[config.mk]
export PLATFORM = sky130hd
export DESIGN_NAME = bichito_motion_sprite
export DESIGN_NICKNAME = d
export VERILOG_FILES = /design/src/rtl/bichito_motion_sprite.sv
export SDC_FILE = /design/constraint.sdc
export NUM_CORES = 1
export LEC_CHECK = 0
export ABC_AREA = 1
export BUFFER_PORTS_ARGS = -buffer_cell sky130_fd_sc_hd__buf_2
export CORE_MARGIN = 3
export CORE_UTILIZATION = 30
export DETAILED_ROUTE_END_ITERATION = 6
export GPL_TIMING_DRIVEN = 0
export HOLD_SLACK_MARGIN = 0.08
export MAX_ROUTING_LAYER = met4
export PLACE_DENSITY = 0.52
export SYNTH_ARGS = -nofsm -noshare
export SYNTH_HDL_FRONTEND = slang
export SYNTH_SLANG_ARGS = --single-unit
export TNS_END_PERCENT = 20
[constraint.sdc]
create_clock -name clk -period 4.3 [get_ports clk]
set_input_delay 0.43 -clock clk [delete_from_list [all_inputs] [get_ports clk]]
set_output_delay 0.43 -clock clk [all_outputs]
set_load 0.05 [all_outputs]
[src/rtl/bichito_motion_sprite.sv]
// Bichito player sprite: vertical motion (jump impulse + gravity, clamped to a play band),
// frame animation, and a one-cycle-latency pixel path from a constant multi-frame bitmap ROM.
module bichito_motion_sprite #(
    parameter logic [9:0] BASE_XPOS    = 10'd315,
    parameter logic [9:0] Y_RESET      = 10'd240,
    parameter logic [9:0] Y_MIN        = 10'd0,
    parameter logic [9:0] Y_MAX        = 10'd479,
    parameter int         SPRITE_HSIZE = 8,
    parameter int         SPRITE_VSIZE = 16,
    parameter int         NFRAMES      = 2,
    parameter int         FRAME_TICKS  = 8,
    parameter int         GRAVITY      = 1,
    parameter int         JUMP_VEL     = 6,
    parameter int         VEL_MAX      = 8,
    parameter logic [7:0] FG_COLOR     = 8'hff,
    parameter logic [7:0] BG_COLOR     = 8'h00
) (
    input  logic       clk,
    input  logic       rst,
    input  logic       frame_tick,
    input  logic       jump,
    input  logic [9:0] x_pos,
    input  logic [9:0] y_pos,
    output logic [7:0] R,
    output logic [7:0] G,
    output logic [7:0] B,
    output logic       visible,
    output logic [9:0] sprite_y,
    output logic       hit_floor,
    output logic       hit_ceiling
);

    localparam int FW = (NFRAMES > 1) ? $clog2(NFRAMES) : 1;
    localparam int AW = (FRAME_TICKS > 1) ? $clog2(FRAME_TICKS) : 1;
    localparam int XW = (SPRITE_HSIZE > 1) ? $clog2(SPRITE_HSIZE) : 1;
    localparam int YW = (SPRITE_VSIZE > 1) ? $clog2(SPRITE_VSIZE) : 1;
    localparam logic [9:0] Y_TOP_MAX = Y_MAX - 10'(SPRITE_VSIZE) + 10'd1;
    localparam logic [FW-1:0] LAST_FRAME = FW'(NFRAMES - 1);
    localparam logic [AW-1:0] LAST_TICK  = AW'(FRAME_TICKS - 1);

    // Trident bitmap, one byte per row, bit c = column c.
    function automatic logic [7:0] base_row(input int r);
        if (r == 2)
            return 8'h08;
        else if (r >= 3 && r <= 7)
            return 8'h49;
        else if (r == 8)
            return 8'h7f;
        else if (r >= 9 && r <= 15)
            return 8'h08;
        else
            return 8'h00;
    endfunction

    logic [SPRITE_HSIZE-1:0] rom [NFRAMES][SPRITE_VSIZE];

    // Odd frames show the trident lifted by one row.
    generate
        for (genvar gi = 0; gi < NFRAMES; gi++) begin : g_frame
            for (genvar gr = 0; gr < SPRITE_VSIZE; gr++) begin : g_row
                assign rom[gi][gr] = SPRITE_HSIZE'(base_row(gr + (gi % 2)));
            end
        end
    endgenerate

    logic signed [5:0] vel_reg;
    logic              jump_pend_reg;
    logic [AW-1:0]     anim_cnt_reg;
    logic [FW-1:0]     frame_idx_reg;

    // Pixel lookup.
    logic [10:0]   x_ext;
    logic [10:0]   y_ext;
    logic [10:0]   sy_ext;
    logic          in_x;
    logic          in_y;
    logic [XW-1:0] ix;
    logic [YW-1:0] iy;
    logic          pix_next;

    always_comb begin
        x_ext    = {1'b0, x_pos};
        y_ext    = {1'b0, y_pos};
        sy_ext   = {1'b0, sprite_y};
        in_x     = (x_ext >= {1'b0, BASE_XPOS}) &&
                   (x_ext < ({1'b0, BASE_XPOS} + 11'(SPRITE_HSIZE)));
        in_y     = (y_ext >= sy_ext) && (y_ext < (sy_ext + 11'(SPRITE_VSIZE)));
        ix       = x_pos[XW-1:0] - BASE_XPOS[XW-1:0];
        iy       = y_pos[YW-1:0] - sprite_y[YW-1:0];
        pix_next = in_x && in_y && rom[frame_idx_reg][iy][ix];
    end

    // Next-motion computation, consumed only on frame_tick.
    logic signed [7:0]  vel_inc;
    logic signed [5:0]  vel_grav;
    logic signed [5:0]  vel_next;
    logic signed [11:0] y_next;
    logic               below_min;
    logic               above_max;

    always_comb begin
        vel_inc   = $signed({{2{vel_reg[5]}}, vel_reg}) + $signed(8'(GRAVITY));
        vel_grav  = (vel_inc > $signed(8'(VEL_MAX))) ? 6'(VEL_MAX) : vel_inc[5:0];
        vel_next  = (jump_pend_reg || jump) ? 6'(-JUMP_VEL) : vel_grav;
        y_next    = $signed({2'b00, sprite_y}) + $signed({{6{vel_next[5]}}, vel_next});
        below_min = y_next < $signed({2'b00, Y_MIN});
        above_max = y_next > $signed({2'b00, Y_TOP_MAX});
    end

    always_ff @(posedge clk or posedge rst) begin
        if (rst) begin
            sprite_y      <= Y_RESET;
            vel_reg       <= '0;
            jump_pend_reg <= 1'b0;
            anim_cnt_reg  <= '0;
            frame_idx_reg <= '0;
            hit_floor     <= 1'b0;
            hit_ceiling   <= 1'b0;
            visible       <= 1'b0;
            R             <= BG_COLOR;
            G             <= BG_COLOR;
            B             <= BG_COLOR;
        end else begin
            hit_floor   <= 1'b0;
            hit_ceiling <= 1'b0;
            visible     <= pix_next;
            R           <= pix_next ? FG_COLOR : BG_COLOR;
            G           <= pix_next ? FG_COLOR : BG_COLOR;
            B           <= pix_next ? FG_COLOR : BG_COLOR;

            if (frame_tick) begin
                jump_pend_reg <= 1'b0;
                if (below_min) begin
                    sprite_y    <= Y_MIN;
                    vel_reg     <= '0;
                    hit_ceiling <= 1'b1;
                end else if (above_max) begin
                    sprite_y  <= Y_TOP_MAX;
                    vel_reg   <= '0;
                    hit_floor <= 1'b1;
                end else begin
                    sprite_y <= y_next[9:0];
                    vel_reg  <= vel_next;
                end

                if (anim_cnt_reg == LAST_TICK) begin
                    anim_cnt_reg  <= '0;
                    frame_idx_reg <= (frame_idx_reg == LAST_FRAME) ? '0 : frame_idx_reg + 1'b1;
                end else begin
                    anim_cnt_reg <= anim_cnt_reg + 1'b1;
                end
            end else if (jump) begin
                jump_pend_reg <= 1'b1;
            end
        end
    end

endmodule

==> impl_metrics.csv <==
group,metric,value,unit
cells_and_area,syn_to_final_growth,17.94,%
critical_path,start_kind,"flop",
global_route,grt_pass1_wl,11140,um
synthesis,synth.avg_cell_area,6.658,um2
placed_design,dp_slack,0.7188,ns
cells_and_area,regArea,605.6,um2
sta,timing.final.crit_period,3.634,ns
clock_tree,cts_sinks,24,
routing,dr_total_vias,2701,
global_route,grt_antenna_before_repair,0,
routing,drt_iter0_markers,87,
sta,fmax,0.2751,GHz
floorplanning,die_h,102.5,um
synthesis,synth_top_area_share,0.1790,
floorplanning,dieArea,10520,um2
clock_tree,clk_pin_slew,0.09,ns
sta,rsz0062_at_grt,"no",
critical_path,crit_arrival,3.83,ns
cells_and_area,nNetsFinal,544,
synthesis,yosys-top-cells-area,"dfrtp_1 18%, nand2_1 18%, ha_1 15%",
routing,drt-total-wl,6658,um
floorplanning,die_x,102.5,um
placed_design,place_inst,587,
clock_tree,clockBufferDepth,2,
clock_tree,htreeDepth,1,
synthesis,syn-cell-area,2796,um2
synthesis,synth.distinct_cells,36,
clock_tree,cts_tree,"done",
sta,slew_headroom,0.4312,
routing,vias_per_cell,4.570,
clock_tree,cts_buffers,3,
routing,route.detailed.drc,0,
critical_path,crit_path_max_fanout,10,
critical_path,worstSetupEndpointType,"flop",
placed_design,gp_congestion,0.8216,
routing,first_pass_iters,4,
synthesis,synthFlopType,"dfrtp_1",
clock_tree,clk_latency,0.26,ns
outcome,status,"complete, no violations",
cells_and_area,largest_register_ffs,10,
cells_and_area,drive_above_1_share,0.2298,
floorplanning,io_pins,61,
clock_tree,clock-root-buffer,"clkbuf_8",
placed_design,hpwl,5779,um
floorplanning,start_util,0.3145,
synthesis,yosysTopAreaCell,"dfrtp_1",
global_route,first_global_vias,2483,
clock_tree,cts_resized,0,
sta,finalCritPeriodShare,0.8452,
synthesis,syn_nets,480,
global_route,track_usage,0.1339,
global_route,grt_max_degree,26,
placed_design,port_buffers,59,
job,drv_cap,0,
power,ir_drop,0.2245,mV
sta,drv_slew,0,
synthesis,ys_seq_area_frac,0.2166,
cells_and_area,final_cells,591,
synthesis,syn-instance-count,420,
sta,skew,0.01110,ns
worst_hold_path,hold_class,"in2async",
routing,antenna_left,0,
cells_and_area,fin_util,0.3710,
global_route,grt-ovfl-total,0,
routing,wl_per_cell,11.27,um
cells_and_area,multi_input_area,1774,um2
sta,setup_violations,0,
clock_tree,post_cts_buffers,0,
sta,finalHoldViolCount,0,
critical_path,path_class,"reg2reg",
power,power_density,514.2,nW/um2
floorplanning,core_area,8891,um2
synthesis,synth_edf_count,0,
synthesis,ys_warn_count,0,
floorplanning,rows,34,
sta,tns,0,ns
clock_tree,postCtsHoldBufs,0,
synthesis,async_reset_ff_frac,1.000,
cells_and_area,fill_cells,939,
cells_and_area,antennaDiodeCount,0,
sta,worst_slack,0.6656,ns
power,p_leak,1.906,nW
synthesis,yosys_register_bits,24,
sta,worstMarginPinSlew,0.8523,ns
critical_path,crit_required,4.50,ns
routing by layer:
metal / part of all wire / up-vias / global-route usage / routed length, um
met5: 0 / - / - / 0
met4: 0.0069 / 0 / 0.02725 / 46
met3: 0.050 / 2 / 0.01353 / 334
met2: 0.46 / 57 / 0.2274 / 3067
met1: 0.48 / 1174 / 0.1734 / 3209
li1: - / 1468 / - / -
final timing paths:
path | startpoint | endpoint | slack, ns | cells past startpoint
worst max-delay path | vel_reg[0] | sprite_y[7] | 0.67 | 18
worst min-delay path | rst | B[6] | 0.32 | 2
worst max register to register | vel_reg[0] | sprite_y[7] | 0.67 | 18
worst min register to register | anim_cnt_reg[0] | anim_cnt_reg[0] | 0.48 | 1
max in group asynchronous | rst | hit_ceiling | 3.44 | 2
min in group clk | jump | jump_pend_reg | 0.46 | 3
metrics by stage:
stage | hold slack, ns | cell area [um2] | power, mW
global placement | 0.4625 | 3227 | 1.499
detailed placement | 0.4731 | 3227 | 1.514
finish | 0.3218 | 3298 | 1.696
global route | 0.4040 | 3298 | 1.896
CTS | 0.3692 | 3298 | 1.713
floorplan | 0.4417 | 2796 | 1.261
cells by family (layout without fill, tap and decap cells):
family,Yosys count,in the layout,share of synthesized area
and+or+nand+nor,243,243,0.3870
adders and majority gates,36,36,0.1664
DFF,24,24,0.2166
xor gates and xnor gates,7,7,0.02192
buffers and inverters,85,148,0.1490
AOI/OAI and AO/OA,25,25,0.05906
cell usage after synthesis (2+ instances only):
library cell	number
a211oi_1	2
a21oi_1	12
buf_4	24
clkbuf_1	2
dfrtp_1	20
dfstp_2	4
fa_1	2
ha_1	34
inv_1	52
inv_2	5
nand2_1	132
nand2_2	5
nand3_1	43
nand4_1	16
nor2_1	28
nor2_2	3
nor3_1	6
nor3b_1	2
nor4_1	2
o21ai_0	4
or2_2	2
xnor2_1	2
xor2_1	5
layout by cell type (no fill, tap or decap), types with 2 or more instances in the layout:
cell type,n
nand2_1,132
buf_2,59
inv_1,52
nand3_1,43
ha_1,34
nor2_1,28
buf_4,24
dfrtp_1,20
nand4_1,16
a21oi_1,12
nor3_1,6
inv_2,5
xor2_1,5
nand2_2,5
o21ai_0,4
dfstp_2,4
nor2_2,3
clkbuf_8,3
xnor2_1,2
clkbuf_1,2
or2_2,2
nor4_1,2
a211oi_1,2
nor3b_1,2
fa_1,2
area by class of cell:
class	count	share of cell area
multi-input cells	311	0.5379
clock inverters	1	0.009105
inverters	58	0.06601
flip-flops and latches	24	0.1836
clock buffers	3	0.01252
plain buffers	27	0.06032
repair buffers	59	0.08953
well taps	108	0.04097
power by group:
group,internal [mW],total [mW],switching (mW)
sequential,0.303,0.394,0.0905
combinational,0.368,1.11,0.741
clock,0.124,0.193,0.0691
total,0.795,1.70,0.900
worst max-delay path, stage by stage (launching register included):
cell,delay [ns]
dfrtp_1,0.52
ha_1,0.24
nand3_1,0.11
nor2_2,0.17
inv_1,0.07
nand2_1,0.09
nand3_1,0.14
and2_1,0.18
ha_1,0.25
fa_1,0.46
nand3_1,0.10
nand3_1,0.14
xor2_1,0.28
nand2_1,0.09
nand2_1,0.09
nand4_2,0.24
nand2_2,0.19
nand2_2,0.11
nand3_1,0.09
No activity file was read; power rests on OpenSTA's default activity.
